**src/rtl/axil_axis_responder_if.sv**
```systemverilog
`default_nettype none
// +----------------------------------------------------------------------+
// | axil_axis_responder_if : AXI-Lite slave + AXI-Stream sink/source bus |
// | Revision 1.0                                                         |
// +----------------------------------------------------------------------+
interface axil_axis_responder_if #(
  parameter int pADDR_WIDTH = 12,
  parameter int pDATA_WIDTH = 32
);
  logic [pADDR_WIDTH-1:0] awaddr;
  logic                   awvalid;
  logic                   awready;
  logic [pDATA_WIDTH-1:0] wdata;
  logic                   wvalid;
  logic                   wready;
  logic [pADDR_WIDTH-1:0] araddr;
  logic                   arvalid;
  logic                   arready;
  logic [pDATA_WIDTH-1:0] rdata;
  logic                   rvalid;
  logic                   rready;
  logic                   ss_tvalid;
  logic [pDATA_WIDTH-1:0] ss_tdata;
  logic                   ss_tlast;
  logic                   ss_tready;
  logic                   sm_tvalid;
  logic [pDATA_WIDTH-1:0] sm_tdata;
  logic                   sm_tlast;
  logic                   sm_tready;

  modport master (
    output awaddr, awvalid, wdata, wvalid, araddr, arvalid, rready,
           ss_tvalid, ss_tdata, ss_tlast, sm_tready,
    input  awready, wready, arready, rdata, rvalid, ss_tready,
           sm_tvalid, sm_tdata, sm_tlast
  );

  modport slave (
    input  awaddr, awvalid, wdata, wvalid, araddr, arvalid, rready,
           ss_tvalid, ss_tdata, ss_tlast, sm_tready,
    output awready, wready, arready, rdata, rvalid, ss_tready,
           sm_tvalid, sm_tdata, sm_tlast
  );
endinterface
`default_nettype wire

```
**src/rtl/axil_axis_responder.sv**
```systemverilog
`default_nettype none
// +----------------------------------------------------------------------+
// | axil_axis_responder : AXI-Lite register bank + offset-adding stream  |
// | Revision 1.0                                                         |
// +----------------------------------------------------------------------+
module axil_axis_responder #(
  parameter int pADDR_WIDTH = 12,
  parameter int pDATA_WIDTH = 32,
  parameter int pFIFO_DEPTH = 4
) (
  input wire logic             axis_clk,
  input wire logic             axis_rst_n,
  axil_axis_responder_if.slave bus
);
  localparam int c_PTR_W = $clog2(pFIFO_DEPTH);
  localparam logic [7:0] c_ADDR_CTRL   = 8'h00;
  localparam logic [7:0] c_ADDR_LENGTH = 8'h10;
  localparam logic [7:0] c_ADDR_OFFSET = 8'h14;
  localparam logic [7:0] c_ADDR_COUNT  = 8'h18;
  localparam logic [c_PTR_W:0]     c_FULL    = (c_PTR_W+1)'(pFIFO_DEPTH);
  localparam logic [c_PTR_W:0]     c_CNT_ONE = (c_PTR_W+1)'(1);
  localparam logic [c_PTR_W-1:0]   c_PTR_ONE = c_PTR_W'(1);
  localparam logic [pDATA_WIDTH-1:0] c_DATA_ONE = pDATA_WIDTH'(1);

  typedef enum logic [1:0] {
    S_IDLE  = 2'd0,
    S_RUN   = 2'd1,
    S_DRAIN = 2'd2
  } state_t;

  state_t                 state_q;
  logic                   awready_q;
  logic                   arready_q;
  logic                   rvalid_q;
  logic [pDATA_WIDTH-1:0] rdata_q;
  logic [7:0]             rd_addr_q;
  logic                   ap_idle_q;
  logic                   ap_done_q;
  logic [pDATA_WIDTH-1:0] length_q;
  logic [pDATA_WIDTH-1:0] offset_q;
  logic [pDATA_WIDTH-1:0] count_q;

  logic [pDATA_WIDTH:0]   mem_q [pFIFO_DEPTH];
  logic [c_PTR_W-1:0]     wr_ptr_q;
  logic [c_PTR_W-1:0]     rd_ptr_q;
  logic [c_PTR_W:0]       fifo_cnt_q;
  logic [c_PTR_W:0]       fifo_cnt_d;

  logic                   w_wr_fire;
  logic [7:0]             w_wr_addr;
  logic                   w_rd_fire;
  logic                   w_rd_done;
  logic [pDATA_WIDTH-1:0] w_rd_data;
  logic                   w_ss_tready;
  logic                   w_sm_tvalid;
  logic [pDATA_WIDTH:0]   w_head;
  logic                   w_push;
  logic                   w_pop;
  logic                   w_unused_addr;

  assign w_wr_fire   = bus.awvalid && bus.wvalid && !awready_q;
  assign w_wr_addr   = bus.awaddr[7:0];
  assign w_rd_fire   = bus.arvalid && arready_q;
  assign w_rd_done   = rvalid_q && bus.rready;
  assign w_ss_tready = (state_q == S_RUN) && (fifo_cnt_q < c_FULL);
  assign w_sm_tvalid = (fifo_cnt_q != '0);
  assign w_head      = mem_q[rd_ptr_q];
  assign w_push      = bus.ss_tvalid && w_ss_tready;
  assign w_pop       = w_sm_tvalid && bus.sm_tready;
  assign w_unused_addr = ^{bus.awaddr[pADDR_WIDTH-1:8], bus.araddr[pADDR_WIDTH-1:8]};

  assign bus.awready   = awready_q;
  assign bus.wready    = awready_q;
  assign bus.arready   = arready_q;
  assign bus.rvalid    = rvalid_q;
  assign bus.rdata     = rdata_q;
  assign bus.ss_tready = w_ss_tready;
  assign bus.sm_tvalid = w_sm_tvalid;
  // Gate the head so an empty FIFO presents zeros rather than stale entries
  assign bus.sm_tdata  = w_sm_tvalid ? (w_head[pDATA_WIDTH-1:0] + offset_q) : '0;
  assign bus.sm_tlast  = w_sm_tvalid && w_head[pDATA_WIDTH];

  always_comb begin
    w_rd_data = '0;
    case (bus.araddr[7:0])
      c_ADDR_CTRL:   w_rd_data = {{(pDATA_WIDTH-3){1'b0}}, ap_idle_q, ap_done_q, 1'b0};
      c_ADDR_LENGTH: w_rd_data = length_q;
      c_ADDR_OFFSET: w_rd_data = offset_q;
      c_ADDR_COUNT:  w_rd_data = count_q;
      default:       w_rd_data = '0;
    endcase
  end

  always_comb begin
    fifo_cnt_d = fifo_cnt_q;
    if (w_push && !w_pop) begin
      fifo_cnt_d = fifo_cnt_q + c_CNT_ONE;
    end else if (!w_push && w_pop) begin
      fifo_cnt_d = fifo_cnt_q - c_CNT_ONE;
    end
  end

  always_ff @(posedge axis_clk) begin
    if (w_push) begin
      mem_q[wr_ptr_q] <= {bus.ss_tlast, bus.ss_tdata};
    end
  end

  always_ff @(posedge axis_clk) begin
    if (!axis_rst_n) begin
      wr_ptr_q   <= '0;
      rd_ptr_q   <= '0;
      fifo_cnt_q <= '0;
    end else begin
      if (w_push) wr_ptr_q <= wr_ptr_q + c_PTR_ONE;
      if (w_pop)  rd_ptr_q <= rd_ptr_q + c_PTR_ONE;
      fifo_cnt_q <= fifo_cnt_d;
    end
  end

  always_ff @(posedge axis_clk) begin
    if (!axis_rst_n) begin
      state_q   <= S_IDLE;
      awready_q <= 1'b0;
      arready_q <= 1'b0;
      rvalid_q  <= 1'b0;
      rdata_q   <= '0;
      rd_addr_q <= '0;
      ap_idle_q <= 1'b1;
      ap_done_q <= 1'b0;
      length_q  <= '0;
      offset_q  <= '0;
      count_q   <= '0;
    end else begin
      awready_q <= w_wr_fire;

      if (w_rd_fire) begin
        arready_q <= 1'b0;
        rvalid_q  <= 1'b1;
        rdata_q   <= w_rd_data;
        rd_addr_q <= bus.araddr[7:0];
      end else if (w_rd_done) begin
        rvalid_q  <= 1'b0;
        arready_q <= 1'b1;
      end else if (!rvalid_q) begin
        arready_q <= 1'b1;
      end

      // The returned word already carries ap_done; completing the read clears it
      if (w_rd_done && rd_addr_q == c_ADDR_CTRL) ap_done_q <= 1'b0;

      if (w_wr_fire && ap_idle_q) begin
        if (w_wr_addr == c_ADDR_LENGTH) length_q <= bus.wdata;
        if (w_wr_addr == c_ADDR_OFFSET) offset_q <= bus.wdata;
      end

      if (w_pop) count_q <= count_q + c_DATA_ONE;

      case (state_q)
        S_IDLE: begin
          if (w_wr_fire && w_wr_addr == c_ADDR_CTRL && bus.wdata[0]) begin
            state_q   <= S_RUN;
            ap_idle_q <= 1'b0;
            ap_done_q <= 1'b0;
            count_q   <= '0;
          end
        end
        S_RUN: begin
          if (w_push && bus.ss_tlast) state_q <= S_DRAIN;
        end
        S_DRAIN: begin
          if (w_pop && w_head[pDATA_WIDTH]) begin
            state_q   <= S_IDLE;
            ap_idle_q <= 1'b1;
            ap_done_q <= 1'b1;
          end
        end
        default: state_q <= S_IDLE;
      endcase
    end
  end
endmodule
`default_nettype wire

```
**src/flat_wrapper.sv**
```systemverilog
// flat-port wrapper written by rule: the top's interface ports become plain ports
module axil_axis_responder_flat 
#(
  parameter int pADDR_WIDTH = 12,
  parameter int pDATA_WIDTH = 32,
  parameter int pFIFO_DEPTH = 4
)
  (axis_clk, axis_rst_n, bus_awaddr, bus_awvalid, bus_wdata, bus_wvalid, bus_araddr, bus_arvalid, bus_rready, bus_ss_tvalid, bus_ss_tdata, bus_ss_tlast, bus_sm_tready, bus_awready, bus_wready, bus_arready, bus_rdata, bus_rvalid, bus_ss_tready, bus_sm_tvalid, bus_sm_tdata, bus_sm_tlast);
  axil_axis_responder_if #(.pADDR_WIDTH(pADDR_WIDTH), .pDATA_WIDTH(pDATA_WIDTH)) bus_i ();
  input wire logic axis_clk;
  input wire logic axis_rst_n;
  input wire logic [$bits(bus_i.awaddr)-1:0] bus_awaddr;
  input wire logic [$bits(bus_i.awvalid)-1:0] bus_awvalid;
  input wire logic [$bits(bus_i.wdata)-1:0] bus_wdata;
  input wire logic [$bits(bus_i.wvalid)-1:0] bus_wvalid;
  input wire logic [$bits(bus_i.araddr)-1:0] bus_araddr;
  input wire logic [$bits(bus_i.arvalid)-1:0] bus_arvalid;
  input wire logic [$bits(bus_i.rready)-1:0] bus_rready;
  input wire logic [$bits(bus_i.ss_tvalid)-1:0] bus_ss_tvalid;
  input wire logic [$bits(bus_i.ss_tdata)-1:0] bus_ss_tdata;
  input wire logic [$bits(bus_i.ss_tlast)-1:0] bus_ss_tlast;
  input wire logic [$bits(bus_i.sm_tready)-1:0] bus_sm_tready;
  output wire logic [$bits(bus_i.awready)-1:0] bus_awready;
  output wire logic [$bits(bus_i.wready)-1:0] bus_wready;
  output wire logic [$bits(bus_i.arready)-1:0] bus_arready;
  output wire logic [$bits(bus_i.rdata)-1:0] bus_rdata;
  output wire logic [$bits(bus_i.rvalid)-1:0] bus_rvalid;
  output wire logic [$bits(bus_i.ss_tready)-1:0] bus_ss_tready;
  output wire logic [$bits(bus_i.sm_tvalid)-1:0] bus_sm_tvalid;
  output wire logic [$bits(bus_i.sm_tdata)-1:0] bus_sm_tdata;
  output wire logic [$bits(bus_i.sm_tlast)-1:0] bus_sm_tlast;
  assign bus_i.awaddr = bus_awaddr;
  assign bus_i.awvalid = bus_awvalid;
  assign bus_i.wdata = bus_wdata;
  assign bus_i.wvalid = bus_wvalid;
  assign bus_i.araddr = bus_araddr;
  assign bus_i.arvalid = bus_arvalid;
  assign bus_i.rready = bus_rready;
  assign bus_i.ss_tvalid = bus_ss_tvalid;
  assign bus_i.ss_tdata = bus_ss_tdata;
  assign bus_i.ss_tlast = bus_ss_tlast;
  assign bus_i.sm_tready = bus_sm_tready;
  assign bus_awready = bus_i.awready;
  assign bus_wready = bus_i.wready;
  assign bus_arready = bus_i.arready;
  assign bus_rdata = bus_i.rdata;
  assign bus_rvalid = bus_i.rvalid;
  assign bus_ss_tready = bus_i.ss_tready;
  assign bus_sm_tvalid = bus_i.sm_tvalid;
  assign bus_sm_tdata = bus_i.sm_tdata;
  assign bus_sm_tlast = bus_i.sm_tlast;
  axil_axis_responder #(.pADDR_WIDTH(pADDR_WIDTH), .pDATA_WIDTH(pDATA_WIDTH), .pFIFO_DEPTH(pFIFO_DEPTH)) u_core (.axis_clk(axis_clk), .axis_rst_n(axis_rst_n), .bus(bus_i));
endmodule
```
**config.mk**
```make
export PLATFORM = sky130hd
export DESIGN_NAME = axil_axis_responder_flat
export DESIGN_NICKNAME = d
export VERILOG_FILES = /design/src/rtl/axil_axis_responder_if.sv /design/src/rtl/axil_axis_responder.sv /design/src/flat_wrapper.sv
export SDC_FILE = /design/constraint.sdc
export NUM_CORES = 1
export LEC_CHECK = 0
export ABC_CLOCK_PERIOD_IN_PS = 4100
export CORE_UTILIZATION = 45
export CTS_CLUSTER_DIAMETER = 200
export CTS_CLUSTER_SIZE = 10
export DETAILED_ROUTE_END_ITERATION = 7
export HOLD_SLACK_MARGIN = 0.03
export MAX_ROUTING_LAYER = met4
export PLACE_DENSITY = 0.69
export SLEW_MARGIN = 20
export SYNTH_ARGS = -nofsm -noshare
export SYNTH_HDL_FRONTEND = slang
export SYNTH_SLANG_ARGS = --single-unit
export TNS_END_PERCENT = 50
```
**constraint.sdc**
```tcl
create_clock -name axis_clk -period 4.1 [get_ports axis_clk]
set_input_delay 0.82 -clock axis_clk [delete_from_list [all_inputs] [get_ports axis_clk]]
set_output_delay 0.82 -clock axis_clk [all_outputs]
set_load 0.01 [all_outputs]
```
* Yosys cells after proc, flatten, opt, wreduce, memory -nomap -nowiden
Memory sizes are Yosys's and may differ from the RTL's. A register that Yosys moved wholly into a read port is not among the register bits.
Index checks and enable logic that the tools add are counted.
** Cells by class
- Add/sub/neg operators :: 6
- $lt $le $gt $ge :: 1
- Eq/ne operators :: 11
- Mux-type cells :: 26
- Bitwise operators :: 1
- Reductions and logical operators :: 32
** Operators by type and width (number)
- $mux W32 :: 4
- $pmux W32 S4 :: 1
- $eq A8 B5 Y1 const B :: 5
- $add A32 B1 Y32 const B :: 1
- $add A32 B32 Y32 :: 1
- $logic_not A8 Y1 :: 3
- $logic_and A1 B1 Y1 :: 16
- $mux W1 :: 11
- $mux W2 :: 5
- $mux W3 :: 2
- $pmux W2 S3 :: 1
- $reduce_and A3 Y1 :: 2
- $reduce_bool A2 Y1 :: 3
- $add A2 B1 Y2 const B :: 2
- $ne A2 B1 Y1 const B :: 2
- $ne A2 B2 Y1 const B :: 2
- $pmux W1 S2 :: 2
- $reduce_and A2 Y1 :: 2
- $add A3 B1 Y3 const B :: 1
- $logic_not A1 Y1 :: 3
- $lt A3 B3 Y1 const B :: 1
- $reduce_bool A3 Y1 :: 1
- $sub A3 B1 Y3 const B :: 1
- $eq A2 B1 Y1 const B :: 1
- other kinds (4) :: 4
** Word-level totals
- Bits in registers :: 150
- Bits in writable memories :: 132
- Input port bits :: 97
- Output and inout bits :: 71
- Word-level logic and storage cells :: 92
- Memories kept :: 1
** Memories
- u_core.mem_q :: depth 4, bits a word 33, rd ports 1, clocked after Yosys merged registers in 1, wr ports 1, RTL line axil_axis_responder.sv:43 : logic [pDATA_WIDTH:0] mem_q [pFIFO_DEPTH];

* Depth between registers and ports, before layout
- Word-level depth :: 7
- Mapped depth :: 14
- Depth with buffers taken out :: 12

* Least setup slack after synthesis
Ideal clock, no wire load.
- Kind :: register to output
- Start point :: register (tool-made name)
- End point :: output bus_sm_tdata[30]
- Arrival :: 3.745 ns
- Data required time :: 3.280 ns
- Path slack :: -0.465 ns
- Stages on the path, launching flop included :: 15
- Path buffers :: 2
- Cells stage by stage :: dfxtp_1 clkbuf_1 buf_1 mux4_2 ha_1 inv_1 fa_1 nor2b_4 o31a_1 o2111a_2 o31ai_2 nand2_2 a221oi_2 o21ai_2 mux2i_1
** RTL lines
- to (decl) :: RTL line flat_wrapper.sv:30 : output wire logic [$bits(bus_i.sm_tdata)-1:0] bus_sm_tdata;

==> summary.md <==
| Metric | Value |
|---|---|
| Number of cells on the worst reg-to-reg path | 9 |
| Initial drt markers | 807 |
| # clock sinks | 284 |
| RR Endpoint | u_core.fifo_cnt_q[2] |
| Post-synthesis cell type with the largest combined area | edfxtp_1 |
| Largest buffer count on any clock path | 3 |
| Setup Viol. Count Final | 22 |
| Total GRT Usage | 0.232 |
| VDD IR max | 0.314 mV |
| Via count | 9701 |
| Crit path launch type | register |
| Num rows | 61 |
| Mean Syn Cell Area | 11.0 µm² |
| Commonest non-fill, non-tap cell in the layout | nand2_1 |
| Mapped Nets | 1287 |
| Clock Skew | 8.04 ps |
| Final Hold Vio Count | 0 |
| First-pass DRT Iterations | 6 |
| Core footprint | 27800 µm² |
| Global-route wire length before repair | 50.8 mm |
| Final period utilization | 1.12 |
| Worst EP required | 3280 ps |
| #FFs+latches synth | 284 |
| Synth top area share | 0.312 |
| Power Density | 422 nW/µm² |
| Vias per cell | 5.38 |
| Fin util | 0.611 |
| Post-synth cell types | 67 |
| Hold slack | 446 ps |
| Mapped Cells | 1151 |
| Dominant cells by area after synthesis | edfxtp_1 31%, dfxtp_1 24%, nand2_1 6.5% |
| Largest net degree at the start of global routing | 46 |
| Post-layout min period | 4610 ps |
| Max H-tree Level | 2 |
| Total Power | 7160 µW |
| Critical path class | reg -> out |
| Max Cap Viol | 0 |
| WP data arrival | 3790 ps |
| Synth warnings | 0 |
| CTS tree | done |
| Reg2Reg Setup Slack | 1530 ps |
| N_diodes | 0 |
| RSZ-0062 raised after global routing | true |
| Leakage | 0.00604 µW |
| CTS root buffer | clkbuf_16 |
| Nets | 1554 |
| Initial antenna violation count | 0 |
| Post-CTS Hold Buffers | 0 |
| Layout cell share with drive strength beyond 1 | 0.222 |
| Num ports | 168 |
| DR WL/cell | 17.9 µm |
| Skew-Pair Late Insertion Delay | 490 ps |
| Fmax | 0.217 GHz |
| # DRC | 0 |
| I/O Buffers | 159 |
| Vias in the first global route | 9578 |
| Placer Congestion | 0.887 |
| Status | complete, but fails checks |
| FFs w/ async S/R, synth | 0 |
| Register area share after synthesis | 0.551 |
| Die Ht | 170 µm |
| GRT Residual Overflow | 0 |
| Worst slew pin tran | 715 ps |
| Critical Path End | bus_sm_tdata[30] |
| Die X | 170 µm |
| Clock buffer count from CTS | 34 |
| HP Class | reg -> reg |
| Relative slew slack | 0.524 |
| Dpl hpwl | 22.2 mm |
| CP Max Fanout | 6 |
| Top_reg_cell synth | dfxtp_1 |
| Area of the mapped netlist | 12700 µm² |
| EDFF count, synth | 132 |
| Final WS setup | -512 ps |
| Reg clk slew, reported paths | 50 ps |
| Initial Util | 0.458 |
| Worst R2R Start | u_core.state_q[1] |
| Most frequent cells in the layout | 217 x nand2_1, 151 x dfxtp_1, 132 x edfxtp_1 |
| ANT nets after route | 0 |
| Area Growth Syn to Fin | 33.5% |
| Final WL | 32.2 mm |
| Critical path endpoint category | output pin |
| Slew Viols, Final | 0 |
| Die Area | 28900 µm² |
| Failing checks | setup timing |
[cell type report]
class                      count  area, µm²
fill                        2288      10800
sequential                   284       7010
multi-input combinational    793       5930
timing repair buffer         291       2540
clock buffer                  43        948
tap                          378        473
inverter                      14       52.6
clock inverter                 1       8.76
[repair_timing]
action	4_1_cts	5_1_grt
gates resized for setup	160	57
endpoints found under the setup margin	28	26
setup buffers	14	10
pin swaps	31	38
[metrics by stage]
stage / worst slack, ps / cell area (µm²) / instances / setup TNS (ps)
after global placement: -494 / 15400 / 1738 / -6490
after CTS: -535 / 16800 / 1795 / -7140
final: -512 / 17000 / 1804 / -6170
after global routing: -626 / 17000 / 1804 / -9010
after floorplan: 22.9 / 12700 / 1151 / 0
after detailed placement: -523 / 15400 / 1738 / -7140
[how the worst min path moves through the flow]
stage,depth (start not counted),endpoint,from,slack [ps]
final,2,u_core.bus.rdata[2],u_core.bus.rdata[2],450
after CTS,2,u_core.bus.rdata[2],u_core.bus.rdata[2],450
after floorplan,2,u_core.length_q[2],u_core.length_q[2],430
after detailed placement,2,u_core.bus.rdata[2],u_core.bus.rdata[2],440
after global routing,2,u_core.bus.rdata[19],u_core.bus.rdata[19],470
after global placement,2,u_core.bus.rdata[6],u_core.bus.rdata[6],440
[synth_stat cells (13+ instances only)]
library cell and n:
inv_1 14, a21boi_0 71, buf_2 14, nand2_1 219, nor2_1 89, mux4_2 33, o21ai_0 47, and2_1 16
edfxtp_1 132, a21o_1 13, clkbuf_1 39, a222oi_1 32, and3_1 14, xor2_1 31, a21oi_1 23, xnor2_1 27
dfxtp_1 152, nand3_1 27, ha_1 37
[flip-flops by register name (all words and copies together), names as in the netlist, 2 cells and up, named ones only]
register / count
u_core.length_q: 32
u_core.offset_q: 32
u_core.mem_q: 132
u_core.count_q: 32
u_core.wr_ptr_q: 2
u_core.rd_addr_q: 8
u_core.bus.rdata: 32
u_core.rd_ptr_q: 2
u_core.state_q: 2
u_core.fifo_cnt_q: 3
[cells by family after synthesis]
| logic type | synth area share |
|---|---|
| and+or+nand+nor | 0.145 |
| buffers and inverters | 0.0244 |
| AOI/OAI and AO/OA | 0.136 |
| xor gates and xnor gates | 0.0400 |
| DFF | 0.551 |
| muxes | 0.0632 |
| adders and majority gates | 0.0404 |
[where the power goes]
group          leakage [µW]  internal (µW)  switching, µW
Combinational       0.00316            712            777
Clock              0.000467           1600           1040
Sequential          0.00241           2990           42.9
[per-layer routing]
layer / up-vias / GRT usage / routed length (µm) / part of all wire
met4: 0 / 0.0525 / 546 / 0.017
met3: 44 / 0.0358 / 1740 / 0.054
met5: - / - / 0 / 0
li1: 4692 / - / - / -
met1: 4695 / 0.307 / 14700 / 0.46
met2: 270 / 0.377 / 15200 / 0.47
[critical path, stage by stage (launching register included)]
cell and delay (ps):
dfxtp_4 410, mux4_2 570, ha_4 190, inv_2 50
fa_2 220, nor2b_4 50, o31a_1 240, o2111a_2 300
o31ai_4 310, nand2_2 130, a221oi_4 300, buf_4 160
o21ai_2 50, mux2i_1 160, buf_2 150
No activity file was read; power rests on OpenSTA's default activity.
